<file path="src/rtl/pkt_ram_pkg.sv">
// Shared definitions for the packet-to-RAM write engine: field layout
// helpers, rejection type encodings and the check-field fold function.
package pkt_ram_pkg;

   typedef enum logic [1:0] {
      ERR_NONE = 2'b00,
      ERR_CODE = 2'b01,
      ERR_CHK  = 2'b10,
      ERR_BOTH = 2'b11
   } err_type_e;

   // Widest {addr,data} payload and widest code field the fold supports.
   localparam int FOLD_MAX_W  = 128;
   localparam int FOLD_MAX_CW = 32;

   // Packet layout, MSB to LSB: addr | data | chk | code
   function automatic int pkt_width(input int aw, input int dw, input int cw);
      return aw + dw + 2 * cw;
   endfunction

   function automatic int addr_lsb(input int dw, input int cw);
      return dw + 2 * cw;
   endfunction

   function automatic int data_lsb(input int cw);
      return 2 * cw;
   endfunction

   function automatic int chk_lsb(input int cw);
      return cw;
   endfunction

   // XOR of all cw-bit chunks of the low 'width' bits of vec. The caller
   // guarantees width is a multiple of cw, so no partial chunk exists.
   function automatic logic [FOLD_MAX_CW-1:0] xor_fold(
      input logic [FOLD_MAX_W-1:0] vec,
      input int                    width,
      input int                    cw
   );
      logic [FOLD_MAX_CW-1:0] acc;
      logic [FOLD_MAX_CW-1:0] mask;
      acc  = '0;
      mask = ~({FOLD_MAX_CW{1'b1}} << cw);
      for (int k = 0; k < FOLD_MAX_W; k++) begin
         if (k < width / cw) begin
            acc ^= FOLD_MAX_CW'(vec >> (k * cw)) & mask;
         end
      end
      return acc;
   endfunction

endpackage

</file>
<file path="src/rtl/sync_fifo.sv">
// Single-clock FIFO with first-word-fall-through head. Push is ignored
// when full and pop is ignored when empty; pointers wrap modulo DEPTH,
// which must be a power of two.
module sync_fifo #(
   parameter  int WIDTH = 24,
   parameter  int DEPTH = 4,
   localparam int PTR_W = $clog2(DEPTH),
   localparam int CNT_W = PTR_W + 1
) (
   input  logic             clk,
   input  logic             reset,
   input  logic             push,
   input  logic [WIDTH-1:0] wdata,
   input  logic             pop,
   output logic [WIDTH-1:0] rdata,
   output logic             full,
   output logic             empty,
   output logic [CNT_W-1:0] count
);

   logic [WIDTH-1:0] mem [DEPTH];
   logic [PTR_W-1:0] wr_ptr;
   logic [PTR_W-1:0] rd_ptr;
   logic             do_push;
   logic             do_pop;

   assign full    = (count == CNT_W'(DEPTH));
   assign empty   = (count == '0);
   assign do_push = push && !full;
   assign do_pop  = pop && !empty;
   assign rdata   = mem[rd_ptr];

   // Pointer and occupancy bookkeeping; reset discards all entries
   always_ff @(posedge clk or posedge reset) begin
      if (reset) begin
         wr_ptr <= '0;
         rd_ptr <= '0;
         count  <= '0;
      end else begin
         if (do_push) wr_ptr <= wr_ptr + 1'b1;
         if (do_pop)  rd_ptr <= rd_ptr + 1'b1;
         case ({do_push, do_pop})
            2'b10:   count <= count + 1'b1;
            2'b01:   count <= count - 1'b1;
            default: count <= count;
         endcase
      end
   end

   // Storage array; contents are meaningless until written, so no reset
   always_ff @(posedge clk) begin
      if (do_push) mem[wr_ptr] <= wdata;
   end

endmodule

</file>
<file path="src/rtl/pkt_ram_writer.sv">
// Packet-to-RAM write engine. Validates the code and check fields of each
// accepted packet, queues good {addr,data} pairs in a FIFO and drains them
// as one RAM write per cycle under ram_ready backpressure. Rejected packets
// raise a one-cycle error pulse, update err_type and bump a saturating
// counter. (ADDR_W+DATA_W) must be a multiple of CODE_W.
module pkt_ram_writer
   import pkt_ram_pkg::*;
#(
   parameter  int                ADDR_W     = 8,
   parameter  int                DATA_W     = 16,
   parameter  int                CODE_W     = 4,
   parameter  logic [CODE_W-1:0] VALID_CODE = 4'hE,
   parameter  int                DEPTH      = 4,
   parameter  bit                CHECK_EN   = 1'b1,
   parameter  int                ERR_CNT_W  = 8,
   localparam int                PKT_W      = pkt_width(ADDR_W, DATA_W, CODE_W),
   localparam int                CNT_W      = $clog2(DEPTH) + 1
) (
   input  logic                 clk,
   input  logic                 reset,
   input  logic [PKT_W-1:0]     data_in,
   input  logic                 in_valid,
   output logic                 in_ready,
   input  logic                 ram_ready,
   output logic                 ram_en,
   output logic [ADDR_W-1:0]    ram_address,
   output logic [DATA_W-1:0]    ram_data,
   output logic                 error,
   output logic [1:0]           err_type,
   output logic [ERR_CNT_W-1:0] err_count,
   output logic [CNT_W-1:0]     fifo_count
);

   localparam int ADDR_LSB = addr_lsb(DATA_W, CODE_W);
   localparam int DATA_LSB = data_lsb(CODE_W);
   localparam int CHK_LSB  = chk_lsb(CODE_W);
   localparam int ENTRY_W  = ADDR_W + DATA_W;

   function automatic logic [ERR_CNT_W-1:0] sat_inc(input logic [ERR_CNT_W-1:0] v);
      return (&v) ? v : v + 1'b1;
   endfunction

   logic [ADDR_W-1:0]  pkt_addr;
   logic [DATA_W-1:0]  pkt_data;
   logic [CODE_W-1:0]  pkt_chk;
   logic [CODE_W-1:0]  pkt_code;
   logic [CODE_W-1:0]  chk_calc;
   logic               accept;
   logic               code_bad;
   logic               chk_bad;
   logic               reject;
   logic               push;
   err_type_e          rej_type;
   logic [ENTRY_W-1:0] head;
   logic               fifo_full;
   logic               fifo_empty;

   // ---- stage p0: field decode and classification of the input packet
   assign pkt_addr = data_in[ADDR_LSB +: ADDR_W];
   assign pkt_data = data_in[DATA_LSB +: DATA_W];
   assign pkt_chk  = data_in[CHK_LSB +: CODE_W];
   assign pkt_code = data_in[CODE_W-1:0];
   assign chk_calc = CODE_W'(xor_fold(FOLD_MAX_W'({pkt_addr, pkt_data}), ENTRY_W, CODE_W));

   assign in_ready = !fifo_full;
   assign accept   = in_valid && in_ready;

   // Flag each failing field and pick the matching rejection encoding
   always_comb begin
      code_bad = (pkt_code != VALID_CODE);
      chk_bad  = CHECK_EN && (pkt_chk != chk_calc);
      reject   = code_bad || chk_bad;
      rej_type = ERR_NONE;
      if (code_bad && chk_bad) rej_type = ERR_BOTH;
      else if (code_bad)       rej_type = ERR_CODE;
      else if (chk_bad)        rej_type = ERR_CHK;
   end

   assign push = accept && !reject;

   // ---- stage p1: registered error reporting for rejected packets

   // One-cycle error pulse per rejection; type and count persist
   always_ff @(posedge clk or posedge reset) begin
      if (reset) begin
         error     <= 1'b0;
         err_type  <= ERR_NONE;
         err_count <= '0;
      end else begin
         error <= accept && reject;
         if (accept && reject) begin
            err_type  <= rej_type;
            err_count <= sat_inc(err_count);
         end
      end
   end

   // ---- stage p1: buffered good entries and RAM drain
   sync_fifo #(
      .WIDTH (ENTRY_W),
      .DEPTH (DEPTH)
   ) u_fifo (
      .clk   (clk),
      .reset (reset),
      .push  (push),
      .wdata ({pkt_addr, pkt_data}),
      .pop   (ram_en),
      .rdata (head),
      .full  (fifo_full),
      .empty (fifo_empty),
      .count (fifo_count)
   );

   // Write strobe and head presentation; outputs read zero while empty
   always_comb begin
      ram_en      = !fifo_empty && ram_ready;
      ram_address = '0;
      ram_data    = '0;
      if (!fifo_empty) begin
         ram_address = head[DATA_W +: ADDR_W];
         ram_data    = head[DATA_W-1:0];
      end
   end

endmodule

</file>
<file path="config.mk">
export PLATFORM = sky130hd
export DESIGN_NAME = pkt_ram_writer
export DESIGN_NICKNAME = d
export VERILOG_FILES = /design/src/rtl/pkt_ram_pkg.sv /design/src/rtl/sync_fifo.sv /design/src/rtl/pkt_ram_writer.sv
export SDC_FILE = /design/constraint.sdc
export NUM_CORES = 1
export LEC_CHECK = 0
export ABC_AREA = 1
export ABC_CLOCK_PERIOD_IN_PS = 3140
export BUFFER_PORTS_ARGS = -buffer_cell sky130_fd_sc_hd__buf_2
export CAP_MARGIN = 20
export CORE_MARGIN = 5
export CORE_UTILIZATION = 45
export CTS_CLUSTER_DIAMETER = 200
export CTS_CLUSTER_SIZE = 24
export DETAILED_ROUTE_END_ITERATION = 8
export GPL_TIMING_DRIVEN = 0
export PLACE_DENSITY = 0.65
export SLEW_MARGIN = 25
export SYNTH_ARGS = -nofsm -noshare
export SYNTH_HDL_FRONTEND = slang
export SYNTH_SLANG_ARGS = --single-unit
</file>
<file path="constraint.sdc">
create_clock -name clk -period 3.14 [get_ports clk]
set_clock_uncertainty 0.15 [all_clocks]
set_input_delay 0.628 -clock clk [delete_from_list [all_inputs] [get_ports clk]]
set_output_delay 0.628 -clock clk [all_outputs]
set_load 0.01 [all_outputs]
</file>
==> impl_metrics.yaml, run 1 <==
status:
  outcome: "finished, final reports clean"
cts:
  clockBufferDepth: 2
  cts_buffers: 17
  htreeDepth: 4
  root_buffer: "clkbuf_16"
  cts_hold_buf: 0
  clock_sinks: 114
  clk_latency_ps: 400
  tritoncts: "done"
  clk_pin_slew_ps: 60
global_route:
  grt_pass1_wl_um: 19900
  antenna_found_initial: 0
  grt_max_degree: 19
  globalRouteOverflowTotal: 0
  grtUsageTotal_pct: 18.2
  grt_pass1_vias: 3968
routing:
  drc: 0
  ant_nets: 0
  routed_via_density: 5.06
  finalWirelength_um: 12300
  wl_per_cell_um: 15.7
  dr.pass1.iters: 5
  drtIter0Drc: 317
  vias: 3964
worst_setup_path:
  cp_slowest_cell: "clkbuf_1"
  slowest_delay_ps: 370
  worstPathRequired_ps: 2360
  end_kind: "output pin"
  path_cells: "buf_2, clkinv_1, clkbuf_1, nor2_1, o21ai_0, a21oi_1, buf_2"
  arrival_ps: 2230
  cp-start-kind: "register"
  crit_fanout: 10
  path_common_cell: "buf_2"
  worstSetupPathType: "reg -> out"
synthesis:
  synth_nets: 573
  syn_area_mm2: 0.00522
  synth_fa_ha_area_share_pct: 1.82
  yosysUniqueCellTypes: 24
  ys_seq_elements: 114
  ys_seq_area_share_pct: 63.8
  syn_inst: 530
  synth_top_family_by_area: "simple AND/OR/NAND/NOR gates"
  synth_xor_xnor_area_share_pct: 2.18
  muxShareOfSynthArea_pct: 0
  synth.yosys.warnings: 0
  syn_avg_cell_area_um2: 9.86
  synth-compound-area-share_pct: 7.28
  synth-simple-area-share_pct: 19.7
pwr:
  p_per_area_mw_per_mm2: 850
  p_leak_nw: 2.78
  ir_drop_v: 0.000450
finish:
  nFillCells: 980
  syn_to_final_growth_pct: 24.4
  design_area_mm2: 0.00650
  finalNetCount: 671
  drive_above_1_share_pct: 21.1
  insertedDiodeCount: 0
timing:
  whs_ps: 180
  rsz0062_at_grt: "yes"
  final-setup-viol-count: 0
  drv_slew: 0
  slew_headroom_pct: 52.5
  fin_tns_setup_ps: 0
  hold_viol: 0
  finalCriticalPeriod_ps: 3010
  period_share_pct: 95.9
  fmax_mhz: 332
  worstMarginPinSlew_ps: 712
job:
  drv_cap: 0
placed_design:
  globalplace.congestion: 0.805
  io_buffers: 75
  place_area_mm2: 0.00592
  hpwl_um: 8290
die:
  core_mm2: 0.0114
  die-area_mm2: 0.0139
  ioPinCount: 76
  die_y_um: 118
  rows: 39
  dieWidth_um: 118
  initial_core_util_pct: 45.7
worst_hold_path:
  hold_class: "in -> async"
==> kinds of logic (layout without fill, tap and decap cells) <==
kind of cell / count (synthesis) / count (layout)
AOI/OAI and AO/OA: 76 / 76
xor gates and xnor gates: 13 / 13
adders and majority gates: 7 / 7
buffers and inverters: 71 / 182
DFF: 114 / 114
and+or+nand+nor: 249 / 249
==> per-stage QoR <==
step | setup slack [ps] | total power, mW | util [%] | std cells
after detailed placement | 206 | 3.73 | 51.8 | 752
final | 128 | 5.53 | 56.9 | 784
after global routing | -5.71 | 5.89 | 56.9 | 784
after floorplan | 225 | 2.97 | - | 530
after CTS | 93.1 | 5.56 | 56.8 | 784
after global placement | -932 | 3.67 | 50.6 | 748
==> layout make-up <==
type / instances / area (um^2) / area share [%]
buffer: 18 / 76.3 / 1.17
clock buffer: 17 / 425 / 6.55
clock inverter: 15 / 146 / 2.25
inverter: 53 / 199 / 3.06
multi-input combinational: 345 / 1650 / 25.5
sequential: 114 / 3330 / 51.3
tap: 143 / 179 / 2.75
timing repair buffer: 79 / 485 / 7.47
==> flip-flops by register name, summed over array words and instances (netlist names) <==
name and count:
u_fifo.mem 96, u_fifo.rd_ptr 2, u_fifo.wr_ptr 2, err_count 8, error 1, err_type 2
u_fifo.count 3
==> power by group <==
| part | switching, mW | total [mW] | internal (mW) | leakage (nW) |
|---|---|---|---|---|
| combinational | 1.23 | 1.89 | 0.664 | 1.41 |
| clock | 0.723 | 1.83 | 1.11 | 0.276 |
| sequential | 0.0834 | 1.81 | 1.72 | 1.09 |
| total | 2.03 | 5.53 | 3.49 | 2.78 |
==> placed cells by master, fill, tap and decap left out, types with 2 or more instances in the layout <==
cell type,synthesis,layout
clkinvlp_4,0,2
nor2_4,1,5
nand3_4,3,3
buf_2,5,80
inv_6,0,7
a21oi_1,25,25
ha_1,6,6
clkbuf_2,0,2
dfrtp_1,18,18
nand2_2,2,2
buf_16,0,4
clkbuf_16,0,17
xor2_1,8,8
nand4_1,8,8
inv_1,46,46
clkinv_4,0,4
clkbuf_1,13,11
edfxtp_1,96,96
o21ai_0,50,50
xnor2_1,5,5
nand3_1,8,8
nor2_1,112,108
nand2_1,112,112
inv_2,6,6
==> repair_timing <==
item / CTS / global route
setup buffers: 0 / 0
resized for setup: 0 / 5
setup endpoints to repair: 0 / 10
==> worst max-delay path: cells and delay by family, from the launching register on <==
| family | cells | cell delay, ps |
|---|---|---|
| AOI/OAI and AO/OA | 2 | 330 |
| buffers and inverters | 4 | 1010 |
| and+or+nand+nor | 1 | 190 |
| DFF | 1 | 310 |
==> synth_stat cells <==
cell	count	share of area, %
nand2_1	112	8.0
nor2_1	112	8.0
edfxtp_1	96	55
o21ai_0	50	4.8
inv_1	46	3.3
a21oi_1	25	2.4
dfrtp_1	18	8.6
clkbuf_1	13	0.93
nand3_1	8	0.77
nand4_1	8	0.96
xor2_1	8	1.3
ha_1	6	1.4
inv_2	6	0.43
buf_2	5	0.48
xnor2_1	5	0.84
nand3_4	3	1.0
nand2_2	2	0.24
and3_1	1	0.12
clkinv_1	1	0.072
fa_1	1	0.38
nor2_4	1	0.22
nor3_1	1	0.096
nor3_2	1	0.19
o21ai_1	1	0.096
==> routing by layer <==
| layer | global-route usage, % | wire [um] |
|---|---|---|
| met1 | 23.2 | 5110 |
| met2 | 30.7 | 6270 |
| met5 | 0 | 0 |
| met3 | 4.81 | 816 |
| met4 | 5.02 | 69 |
==> path summary, 6_finish.rpt <==
check	slack (ps)	endpoint	depth (start not counted)	from
setup / recovery	130	ram_data[8]	7	u_fifo.rd_ptr[1]
hold / removal	180	err_count[3]	2	reset
setup reg to reg	790	u_fifo.count[2]	11	u_fifo.count[0]
hold reg to reg	330	err_type[1]	2	err_type[1]
max in group asynchronous	2200	u_fifo.count[1]	2	reset
min in group clk	310	u_fifo.mem[3][10]	1	data_in[18]
Note: power is estimated with default switching activity, not from simulation.
==> run 2: changes to the inputs <==
- CORE_ASPECT_RATIO: not set -> 1.5
- CTS_BUF_LIST: not set -> sky130_fd_sc_hd__clkbuf_4
==> run 2 against run 1 <==
Against the previous run:
- global-route usage down 0.35 points
- setup slack better by 65 ps
- register-to-register slack better by 30 ps
- sequential power about the same
- largest cell class unchanged
- non-clock buffer count unchanged
==> impl_metrics.yaml, run 2 (synthesis results as in run 1) <==
timing:
  hold_viol: 0
  fmax_mhz: 339
  finalCriticalPeriod_ps: 2950
  worstMarginPinSlew_ps: 729
  fin_ws_ps: 193
  final-setup-viol-count: 0
  period_share_pct: 93.8
  slew_headroom_pct: 51.3
  drv_slew: 0
  rsz0062_at_grt: "no"
worst_setup_path:
  worstSetupPathType: "reg -> out"
  critical-path-top-delay-family: "buffers and inverters"
  cp_slowest_cell: "dfrtp_1"
  path_common_cell: "buf_2"
  crit_fanout: 10
  cp-start-kind: "register"
  arrival_ps: 2170
  slowest_delay_ps: 330
  worstPathRequired_ps: 2360
  r2r_cells: 11
  rr_endpoint: "u_fifo.count[2]"
  end_kind: "output pin"
  path_cells: "buf_2, clkinvlp_4, clkbuf_2, nor2_1, o21ai_0, a21oi_1, buf_2"
  rr_startpoint: "u_fifo.count[1]"
  worst-path-buf-inv: 4
  rrSetupSlack_ps: 820
routing:
  routed_via_density: 4.93
  dr.pass1.iters: 5
  finalWirelength_um: 12000
  vias: 3899
  ant_nets: 0
  wl_per_cell_um: 15.2
  drc: 0
  drtIter0Drc: 241
pwr:
  netSwitchingPower_mw: 1.81
  p_per_area_mw_per_mm2: 772
  combPwrFrac_pct: 38.9
  p_leak_nw: 2.68
  ir_drop_v: 0.000381
  switching_share_pct: 37.5
  internal_power_mw: 3.02
  clkPwrFrac_pct: 23.8
  seqPwrFrac_pct: 37.3
global_route:
  antenna_found_initial: 0
  grt_pass1_wl_um: 19200
  globalRouteOverflowTotal: 0
  grtUsageTotal_pct: 17.8
  grt_max_degree: 20
  grt_pass1_vias: 3917
finish:
  nFillCells: 1047
  largest_reg_flops: 96
  most-common-layout-cells: "nand2_1 (112), nor2_1 (108), edfxtp_1 (96)"
  instances_no_fill: 791
  regMostFlops: "u_fifo.mem"
  syn_to_final_growth_pct: 19.6
  insertedDiodeCount: 0
  finalNetCount: 671
  largestRegisters: "u_fifo.mem x96, err_count x8, u_fifo.count x3"
  final_common_cell: "nand2_1"
  drive_above_1_share_pct: 21.4
status:
  outcome: "finished, final reports clean"
cts:
  cts_buffers: 17
  htreeDepth: 4
  clockBufferDepth: 2
  cts_hold_buf: 0
  root_buffer: "clkbuf_4"
  clk_pin_slew_ps: 100
  clock_sinks: 114
  tritoncts: "done"
  post_cts_buffers: 0
  clk_latency_ps: 500
die:
  initial_core_util_pct: 45.5
  die_y_um: 142
  dieWidth_um: 98.0
  core_mm2: 0.0115
  die-area_mm2: 0.0139
  ioPinCount: 76
  rows: 48
job:
  drv_cap: 0
worst_hold_path:
  hold_class: "in -> async"
placed_design:
  io_buffers: 75
  globalplace.congestion: 0.787
  post-place-ws_ps: 214
  hpwl_um: 8380
  dpl.cell_count: 759
==> run 2: cell count changes in the layout (fill, tap and decap cells not counted), sizes merged <==
cell / previous run / this run
bufinv: 1 / 4
clkbuf: 30 / 31
clkinv: 6 / 9
inv: 59 / 52
==> run 2: repair_timing <==
action	CTS	global route
endpoints found under the setup margin	13	16
gates resized for setup	2	11
pin swaps	0	0
==> run 2: layout make-up <==
type	count	area, um^2	area share (%)
Inverter	53	203	3.24
Clock inverter	14	169	2.70
Sequential cell	114	3330	53.3
Buffer	18	81.3	1.30
Multi-Input combinational cell	345	1650	26.5
Clock buffer	18	135	2.16
Tap cell	150	188	3.00
Timing Repair Buffer	79	485	7.77
==> run 2: metal layers <==
metal | global-route usage (%) | routed length, um
met5 | 0 | 0
met4 | 6.71 | 153
met3 | 4.81 | 713
met2 | 32.7 | 6450
met1 | 19.7 | 4710
==> run 2: how the worst max path moves through the flow <==
| stage | from | to | slack [ps] | cells after the start |
|---|---|---|---|---|
| after floorplan | data_in[15] | u_fifo.mem[0][0] | 230 | 9 |
| after global routing | u_fifo.rd_ptr[0] | ram_data[5] | 1 | 7 |
| final | u_fifo.rd_ptr[1] | ram_data[7] | 190 | 7 |
| after CTS | u_fifo.rd_ptr[1] | ram_data[7] | 6 | 7 |
| after global placement | data_in[10] | u_fifo.mem[1][2] | -950 | 12 |
| after detailed placement | data_in[22] | u_fifo.count[2] | 210 | 18 |
==> run 2: power by group through the flow <==
stage	Combinational (mW)	Clock [mW]	Sequential (mW)
after floorplan	1.12	0	1.85
after CTS	1.90	1.18	1.80
after global placement	1.84	0	1.82
after detailed placement	1.89	0	1.83
final	1.88	1.15	1.80
after global routing	2.10	1.24	1.81
==> run 2: worst reg2reg max path: stages, from the launching register on <==
cell and delay, ps:
dfrtp_1 440, inv_1 110, nand3_1 110, nand2_1 130
nor2_1 80, nand3_4 180, ha_1 180, inv_1 70
fa_1 380, a21oi_1 140, o21ai_0 110, xnor2_1 140
==> run 2: through the flow <==
stage / utilization, % / power [mW] / TNS (ps) / cell area, um^2 / hold slack [ps]
floorplan: - / 2.97 / 0 / 5220 / 357
global placement: 50.4 / 3.66 / -84210 / 5790 / 309
detailed placement: 51.7 / 3.72 / 0 / 5930 / 323
CTS: 54.4 / 4.88 / 0 / 6240 / 56.2
global route: 54.5 / 5.15 / 0 / 6250 / 97.6
finish: 54.5 / 4.82 / 0 / 6250 / 82.5
==> run 3: changes to the inputs <==
- PLACE_DENSITY: 0.65 -> not set
- SYNTH_HIERARCHICAL: not set -> 1
==> run 3 against run 2 <==
Against the previous run:
- non-clock buffer count stayed put
- cell area is 7.6% higher
- via count is 7.5% higher
- maximum frequency is 1.7% higher
- setup slack better by 49 ps
- critical path type unchanged
- largest cell class unchanged
==> impl_metrics.yaml, run 3 <==
pwr:
  ir_drop_v: 0.000388
  p_leak_nw: 3.37
  p_per_area_mw_per_mm2: 541
placed_design:
  globalplace.congestion: 0.759
  io_buffers: 75
  place_area_mm2: 0.00643
  hpwl_um: 9500
  post-place-ws_ps: -191
global_route:
  antenna_found_initial: 1
  grt_max_degree: 20
  grt_pass1_vias: 4295
  globalRouteOverflowTotal: 0
  grtUsageTotal_pct: 18.6
  grt_pass1_wl_um: 21400
die:
  core_mm2: 0.0125
  dieWidth_um: 102
  rows: 50
  initial_core_util_pct: 45.8
  ioPinCount: 76
  die_y_um: 148
  die-area_mm2: 0.0151
routing:
  finalWirelength_um: 13200
  drtIter0Drc: 190
  vias: 4192
  dr.pass1.iters: 4
  drc: 0
  routed_via_density: 4.86
  ant_nets: 0
  wl_per_cell_um: 15.2
cts:
  root_buffer: "clkbuf_4"
  cts_buffers: 17
  clk_pin_slew_ps: 100
  htreeDepth: 4
  clockBufferDepth: 2
  post_cts_buffers: 0
  clock_sinks: 114
  tritoncts: "done"
  clk_latency_ps: 500
synthesis:
  ys_top_cells_by_area: "edfxtp_1 (50%), nand2_1 (13%), inv_1 (7.9%)"
  ys_seq_elements: 114
  syn_inst: 597
  synth_top_area_share_pct: 50.3
  synth-edff-count: 96
  syn_avg_cell_area_um2: 9.59
  synthArstFlopShare_pct: 15.8
  synth_nets: 640
  synth.yosys.warnings: 6
  synth_most_common_cell: "nand2_1"
  synth_common_cells: "nand2_1 (198), inv_1 (121), edfxtp_1 (96)"
  synth_ff_type: "edfxtp_1"
  yosysUniqueCellTypes: 27
  ys_seq_area_share_pct: 58.2
  yosys.area.top_type: "edfxtp_1"
  syn_area_mm2: 0.00573
worst_setup_path:
  rrSetupSlack_ps: 310
  r2r_cells: 16
  critPathLaunch: "u_fifo/count[0]"
  rr_endpoint: "u_fifo/count[2]"
  crit_fanout: 10
  arrival_ps: 2120
  worstPathRequired_ps: 2360
  end_kind: "output pin"
  cp-start-kind: "register"
  worstSetupPathType: "reg -> out"
  rr_startpoint: "u_fifo/count[0]"
timing:
  period_share_pct: 92.3
  fmax_mhz: 345
  rsz0062_at_grt: "no"
  whs_ps: 212
  drv_slew: 0
  finalCriticalPeriod_ps: 2900
  fin_ws_ps: 243
  hold_viol: 0
  worstMarginPinSlew_ps: 587
  fin_tns_setup_ps: 0
  final-setup-viol-count: 0
  slew_headroom_pct: 60.9
finish:
  largest_reg_flops: 96
  syn_to_final_growth_pct: 17.4
  regMostFlops: "u_fifo/mem"
  final_common_cell: "nand2_1"
  design_area_mm2: 0.00672
  largestRegisters: "u_fifo/mem x96, err_count x8, u_fifo/count x3"
  finalNetCount: 737
  drive_above_1_share_pct: 24.4
  most-common-layout-cells: "nand2_1 (197), inv_1 (120), edfxtp_1 (96)"
status:
  outcome: "finished, final reports clean"
worst_hold_path:
  holdPathStages: 1
  hold_class: "in -> reg"
  min-delay-start: "data_in[19]"
  min_to: "u_fifo/mem[2][11]"
job:
  drv_cap: 0
## run 3: worst max-delay path by stage
stage / end / cells past startpoint
floorplan: u_fifo/mem[0][0] / 11
global placement: u_fifo/mem[1][18] / 14
detailed placement: u_fifo/count[1] / 17
CTS: u_fifo/count[1] / 13
global route: ram_data[3] / 6
finish: ram_data[4] / 6
## run 3: worst max-delay path: stages (launching register included)
cell and delay [ps]:
dfrtp_1 420, inv_2 90, nand3_1 150, inv_1 320
clkbuf_2 380, nor2_1 110, buf_2 160
## run 3: area by class of cell
cell class,instances,area (um^2)
Clock inverter,12,141
Sequential cell,114,3330
Multi-Input combinational cell,335,1820
Buffer,17,114
Inverter,129,490
Clock buffer,19,143
Antenna cell,1,2.50
Timing Repair Buffer,80,483
Fill cell,1148,5790
Tap cell,156,195
## run 3: cell families (layout without fill, tap and decap cells)
kind of cell	count (synthesis)	after routing	synth area share, %
compound gates	49	49	8.39
fa+ha+maj	7	7	1.66
simple gates	270	270	19.8
other cells	0	1	0
xor+xnor	9	9	1.38
flops	114	114	58.2
buf+inv	148	257	10.6
## run 3: repair_timing
action                                 CTS  global route
endpoints found under the hold margin   18             0
pin swaps                                0             0
gates resized for setup                  2             2
setup endpoints to repair               43            21
hold buffers                             1             0
cloned                                   0             0
## run 3: stage by stage
stage          std cells  power [mW]  util, %
2_1_floorplan        597        2.26        -
3_3_place_gp         828        2.58     50.3
3_5_place_dp         832        2.60     51.4
4_1_cts              862        3.68     53.7
5_1_grt              863        3.85     53.7
6_report             863        3.64     53.7
## run 3: power breakdown
group / switching (mW) / total, mW / internal (mW)
logic: 0.520 / 0.808 / 0.288
clock network: 0.537 / 1.09 / 0.557
registers: 0.0528 / 1.73 / 1.68
## run 3: metal layers
layer	share of wire (%)	GRT usage (%)	vias up
li1	-	-	2099
met1	37	20.9	1956
met4	2.1	6.70	0
met5	0	0	-
met3	6.1	4.83	23
met2	55	33.5	114
